==> config.mk <==
export PLATFORM = sky130hd
export DESIGN_NAME = xor_unit_arbiter
export DESIGN_NICKNAME = d
export VERILOG_FILES = /design/src/rtl/xor_unit_arbiter.sv
export SDC_FILE = /design/constraint.sdc
export NUM_CORES = 1
export LEC_CHECK = 0
export ABC_AREA = 1
export BUFFER_PORTS_ARGS = -buffer_cell sky130_fd_sc_hd__buf_2
export CAP_MARGIN = 10
export CORE_MARGIN = 1
export CORE_UTILIZATION = 45
export CTS_CLUSTER_SIZE = 16
export DETAILED_ROUTE_END_ITERATION = 8
export PLACE_DENSITY_LB_ADDON = 0.3
export SYNTH_ARGS = -nofsm -noshare
export SYNTH_HDL_FRONTEND = slang
export SYNTH_SLANG_ARGS = --single-unit
export TNS_END_PERCENT = 20
==> constraint.sdc <==
create_clock -name clk -period 6.69 [get_ports clk]
set_clock_uncertainty 0.1 [all_clocks]
set_input_delay 0.3345 -clock clk [delete_from_list [all_inputs] [get_ports clk]]
set_output_delay 0.3345 -clock clk [all_outputs]
set_load 0.005 [all_outputs]
==> src/rtl/xor_unit_arbiter.sv <==
// Two-requester round-robin front end for a shared 32-bit bitwise logic unit.
// Each operation runs through IDLE -> EXEC -> DONE, and the result is held until it is consumed.
module xor_unit_arbiter #(
  parameter int WIDTH = 32,
  parameter int CNT_W = 16
) (
  input  logic             clk,
  input  logic             reset,
  input  logic             req0_valid,
  output logic             req0_ready,
  input  logic [WIDTH-1:0] req0_a,
  input  logic [WIDTH-1:0] req0_b,
  input  logic [1:0]       req0_op,
  input  logic             req1_valid,
  output logic             req1_ready,
  input  logic [WIDTH-1:0] req1_a,
  input  logic [WIDTH-1:0] req1_b,
  input  logic [1:0]       req1_op,
  output logic             res_valid,
  input  logic             res_ready,
  output logic [WIDTH-1:0] res_out,
  output logic             res_id,
  output logic             res_zero,
  output logic             busy,
  output logic [CNT_W-1:0] ops_done
);

  typedef enum logic [1:0] {IDLE, EXEC, DONE} state_t;

  state_t           state;
  logic             last_grant;
  logic             grant1;
  logic             accept;
  logic [WIDTH-1:0] a_p0;
  logic [WIDTH-1:0] b_p0;
  logic [1:0]       op_p0;
  logic             id_p0;
  logic [WIDTH-1:0] result_p1;

  function automatic logic [WIDTH-1:0] bitop(input logic [WIDTH-1:0] a,
                                             input logic [WIDTH-1:0] b,
                                             input logic [1:0]       op);
    case (op)
      2'b00:   return a ^ b;
      2'b01:   return a & b;
      2'b10:   return a | b;
      default: return ~(a | b);
    endcase
  endfunction

  // A tie goes to the requester that was not granted last.
  always_comb begin
    grant1     = req1_valid && (!req0_valid || !last_grant);
    req0_ready = (state == IDLE) && !reset && req0_valid && !grant1;
    req1_ready = (state == IDLE) && !reset && grant1;
    accept     = req0_ready || req1_ready;
  end

  assign busy = (state != IDLE);

  // p0: operand capture on the accepting edge (data only, not reset)
  always_ff @(posedge clk) begin
    if (accept) begin
      a_p0  <= grant1 ? req1_a  : req0_a;
      b_p0  <= grant1 ? req1_b  : req0_b;
      op_p0 <= grant1 ? req1_op : req0_op;
      id_p0 <= grant1;
    end
  end

  // p1: bitwise evaluation, registered in EXEC
  assign result_p1 = bitop(a_p0, b_p0, op_p0);

  always_ff @(posedge clk) begin
    if (reset) begin
      state      <= IDLE;
      res_valid  <= 1'b0;
      res_out    <= '0;
      res_id     <= 1'b0;
      res_zero   <= 1'b0;
      ops_done   <= '0;
      last_grant <= 1'b1;
    end else begin
      case (state)
        IDLE: begin
          if (accept) begin
            last_grant <= grant1;
            state      <= EXEC;
          end
        end
        EXEC: begin
          res_out   <= result_p1;
          res_zero  <= (result_p1 == '0);
          res_id    <= id_p0;
          res_valid <= 1'b1;
          state     <= DONE;
        end
        DONE: begin
          if (res_ready) begin
            res_valid <= 1'b0;
            ops_done  <= ops_done + CNT_W'(1);
            state     <= IDLE;
          end
        end
        default: state <= IDLE;
      endcase
    end
  end

endmodule

# Word level (Yosys, flattened, before mapping)
# Index checks and enable logic that the tools add are counted.
# totals
reg_bits	121
in_bits	137
out_inout_bits	54
elab_cells	51
# classes
addsub	1
eq_ne	6
mux	9
bitwise	4
n_reduce_logical	20
# ops
operator	n
one-hot mux 32 bit (3 select lines)	1
2-to-1 mux 32 bit	2
bitwise AND 32 bit	1
zero test 32 bit	1
NOT 32 bit	1
bitwise OR 32 bit	1
bitwise XOR 32 bit	1
adder 16 x 1 -> 16 bit (second input constant)	1
AND reduction 2 bit	4
2-to-1 mux 2 bit	3
one-hot mux 2 bit (3 select lines)	1
logical AND 1 bit	5
equality test 2 x 1 -> 1 bit (second input constant)	2
equality test 2 bit (second input constant)	2
zero test 1 bit	4
zero test 2 bit	2
!= test 2 bit (second input constant)	2
nonzero test 2 bit	2
logical OR 1 bit	2
one-hot mux 1 bit (2 select lines)	1
2-to-1 mux 1 bit	1

# Depth between registers and ports, before layout
# logic_depth
ltp_word	8
mapped_depth	12

# Worst setup path after synthesis
# OpenSTA, ideal clock, no wires.
# synth_path
path_type	register -> register
startpoint	register state[1]
endpoint	register a_p0[0], enable pin
setup_time_ns	0.515
arrival_ns	4.061
t_required_ns	6.075
path_slack_ns	2.014
path_stages_with_launch	5
path_buffers	0
synth_period_minus_slack_ns	4.676
path_cell_list	dfxtp_1 or2_2 nor2_1 inv_1 a21oi_1
# synth_between
elab_chain_len	5
# synth_rtl
item	line_no	text
start, declared	30	state_t state;
start signal, assigned	76	state <= IDLE;
start signal, assigned	88	state <= EXEC;
start signal, assigned	96	state <= DONE;
zero test 2 bit (*)	54, 55	
logical AND 1 bit (*)	54, 55	
logical AND 1 bit (2 in series)	54	req0_ready = (state == IDLE) && !reset && req0_valid && !grant1;
logical OR 1 bit (*)	56	accept = req0_ready || req1_ready;
end signal, assigned	64	a_p0 <= grant1 ? req1_a : req0_a;
end, declared	34	logic [WIDTH-1:0] a_p0;
# Every way passes the cells marked *; elsewhere a longest branch is shown, timed or not.
# A chain may end at the register's enable or synchronous reset.

# Final worst setup path
# layout_path
startpoint	register last_grant
endpoint	output port req0_ready
# layout_between
elab_chain_len	5
# layout_rtl
item	line_no	text
start, declared	31	logic last_grant;
start signal, assigned	87	last_grant <= grant1;
zero test 1 bit	53	grant1 = req1_valid && (!req0_valid || !last_grant);
logical OR 1 bit	53	
logical AND 1 bit	53	
zero test 1 bit	54	
logical AND 1 bit	54	
end, declared	10	output logic req0_ready,
# Every way passes these cells.

==> results.txt <==
CTS tree: done
H-tree Lvls: 4
Net Count, Synth: 1126
Yosys Warn Count: 0
Synth-to-Final Area Change: 23.12%
clock latency at the later pin of the worst-skew pair: 410 ps
row cnt: 45
I/O Buffers: 190
count of final hold-check violations: 0
via count: 6024
Final setup viols: 0
clock-pin slew on the worst setup and hold paths: 60 ps
layout cells sized above 1: 22.11%
CTS Hold Bufs: 0
GPL Wtd Cong: 0.8786
net load switching power: 0.0005563 W
Pint: 0.001546 W
maximum vdd drop: 0.1811 mV
FF-to-FF path depth: 9
die height: 127.4 um
Syn Inst Count: 924
Final Routed Wirelength: 15.97 mm
core area: 0.01526 sq mm
CP Data Required Time: 6260 ps
first-pass GRT wire length: 26.48 mm
overall routing resource usage: 20.84%
ANT nets after route: 0
Max-slew headroom: 28.81%
vias in the first global route: 5458
PwrDens: 241.4 mW/mm^2
Num Clock Sinks: 121
area occupied by multi-input gates: 0.003297 sq mm
area taken by flip-flops and latches: 0.003093 sq mm
Mapped Area: 0.007072 sq mm
Nets: 1297
Worst-Margin Slew: 1065 ps
power share of the clock group: 42.7%
startpoint types: flip-flop
Net Sw Frac: 26.47%
Resize count post-CTS: 0
syn_area_per_cell: 7.653 sq um
max cap viols: 0
Post-CTS Setup Repair Bufs: 0
Die Width: 127.4 um
initial antenna violation count: 0
unrepaired setup endpoints after global routing: false
hpwl dp: 11.75 mm
Reg power frac: 42.2%
die footprint: 0.01622 sq mm
CTS Buf Count: 17
CP Class: reg -> out
post-synth cell types: 30
drt drc: 0
final worst-path cycle share: 43.23%
most frequent cells in the layout: nand2_1 (327), buf_2 (190), inv_1 (123), edfxtp_1 (67)
CP Data Arrival Time: 2460 ps
fill count: 1442
CTS max path bufs: 2
Final Max Tran Viols: 0
Gate power share: 15.1%
root buf cell: clkbuf_16
Initial Utilization: 46.35%
PnR Total Power: 0.002102 W
sequential fraction of the synthesis area: 43.74%
critical path endpoint category: output port
Starting DRT DRC Count: 411
Diodes inserted: 0
FMAX: 345.7 MHz
Yosys reg bits: 121
via/cell ratio: 4.567
most common cell after layout, fill and taps aside: nand2_1
largest net degree at the start of global routing: 71
WHS Path Cells: 3
status: complete, no violations
drt pass-1 iters: 4
Setup Total Neg Slack: 0 ps
minimum clock period: 2892 ps
HP Class: in -> reg
Static Leak: 4.489 nW
WL/cell: 12.11 um
CP max FO: 70
I/O pin count: 191
total grt overflow: 0
power groups by stage:
| stage | sequential (W) | combinational, W | clock, W |
|---|---|---|---|
| after global routing | 0.000894 | 0.000371 | 0.000947 |
| after global placement | 0.000900 | 0.000319 | 0 |
| after detailed placement | 0.000902 | 0.000317 | 0 |
| final | 0.000886 | 0.000318 | 0.000898 |
| after floorplan | 0.000892 | 0.000207 | 0 |
| after CTS | 0.000887 | 0.000320 | 0.000914 |
critical path, stage by stage, from the launching register on:
cell	delay [ps]
dfxtp_1	320
nand2_1	60
nand2_2	50
buf_4	540
inv_2	610
nor3_1	310
buf_2	150
metrics by stage:
step | hold slack, ps | instance area, sq um | setup WS, ps | cells | utilization, %
6_report | 80.76 | 8707 | 3798 | 1319 | 57.06
5_1_grt | 76.92 | 8707 | 3526 | 1319 | 57.06
4_1_cts | 59.69 | 8707 | 3743 | 1319 | 57.06
3_5_place_dp | 356.7 | 8108 | 4071 | 1287 | 53.14
3_3_place_gp | 350.9 | 8108 | 4108 | 1287 | 53.14
2_1_floorplan | 339.9 | 7072 | 2014 | 924 | -
worst paths after layout:
path / end / start / slack (ps)
max: req0_ready / last_grant / 3800
min reg2reg: res_valid / res_valid / 360
max reg2reg: res_zero / op_p0[0] / 4050
min: a_p0[26] / req1_a[26] / 80
kinds of logic after synthesis:
kind of cell | count (synthesis) | synth area share (%)
fa+ha+maj | 65 | 11.50
buf+inv | 169 | 9.943
simple gates | 474 | 27.85
compound gates | 93 | 6.723
xor+xnor | 2 | 0.2477
flops | 121 | 43.74
state kept, by name (all words and copies together), names as in the netlist:
signal	count
id_p0	1
res_out	32
state	2
a_p0	32
ops_done	16
res_id	1
res_zero	1
res_valid	1
op_p0	2
b_p0	32
last_grant	1
routing by layer:
layer	track usage [%]	part of all wire (%)
met1	30.46	52
met2	30.86	42
met3	4.146	5.3
met4	6.583	1.0
met5	0	0
cell type report:
class | count | share of cell area (%)
Multi-Input combinational cell | 634 | 37.86
Tap cell | 211 | 3.032
Clock buffer | 24 | 6.280
Sequential cell | 121 | 35.52
Inverter | 128 | 5.518
Timing Repair Buffer | 193 | 11.18
Clock inverter | 8 | 0.6035
cell usage after synthesis:
library cell	number	area, sq um
nor3b_2	1	12.51
nor2_1	66	247.7
nand2_2	1	6.260
nand4_1	9	56.30
buf_6	7	78.83
a21oi_1	38	190.2
clkbuf_1	22	82.58
nand3_4	1	17.52
ha_1	65	813.3
nand3b_1	1	7.510
nor3_4	1	16.27
nand3_2	1	10.01
nand4_2	2	25.02
inv_2	5	18.77
nor3_1	5	25.02
buf_1	3	11.26
nor2_4	3	33.78
nor2_2	3	18.77
xor2_1	2	17.52
dfxtp_1	54	1081
buf_4	2	15.01
inv_1	123	461.7
o21ai_0	51	255.2
nand2_1	328	1231
o21a_1	1	7.510
nand3_1	51	255.2
or2_2	1	6.260
edfxtp_1	67	2012
o211ai_1	3	22.52
buf_2	7	35.03
(Power assumes the default switching activity.)
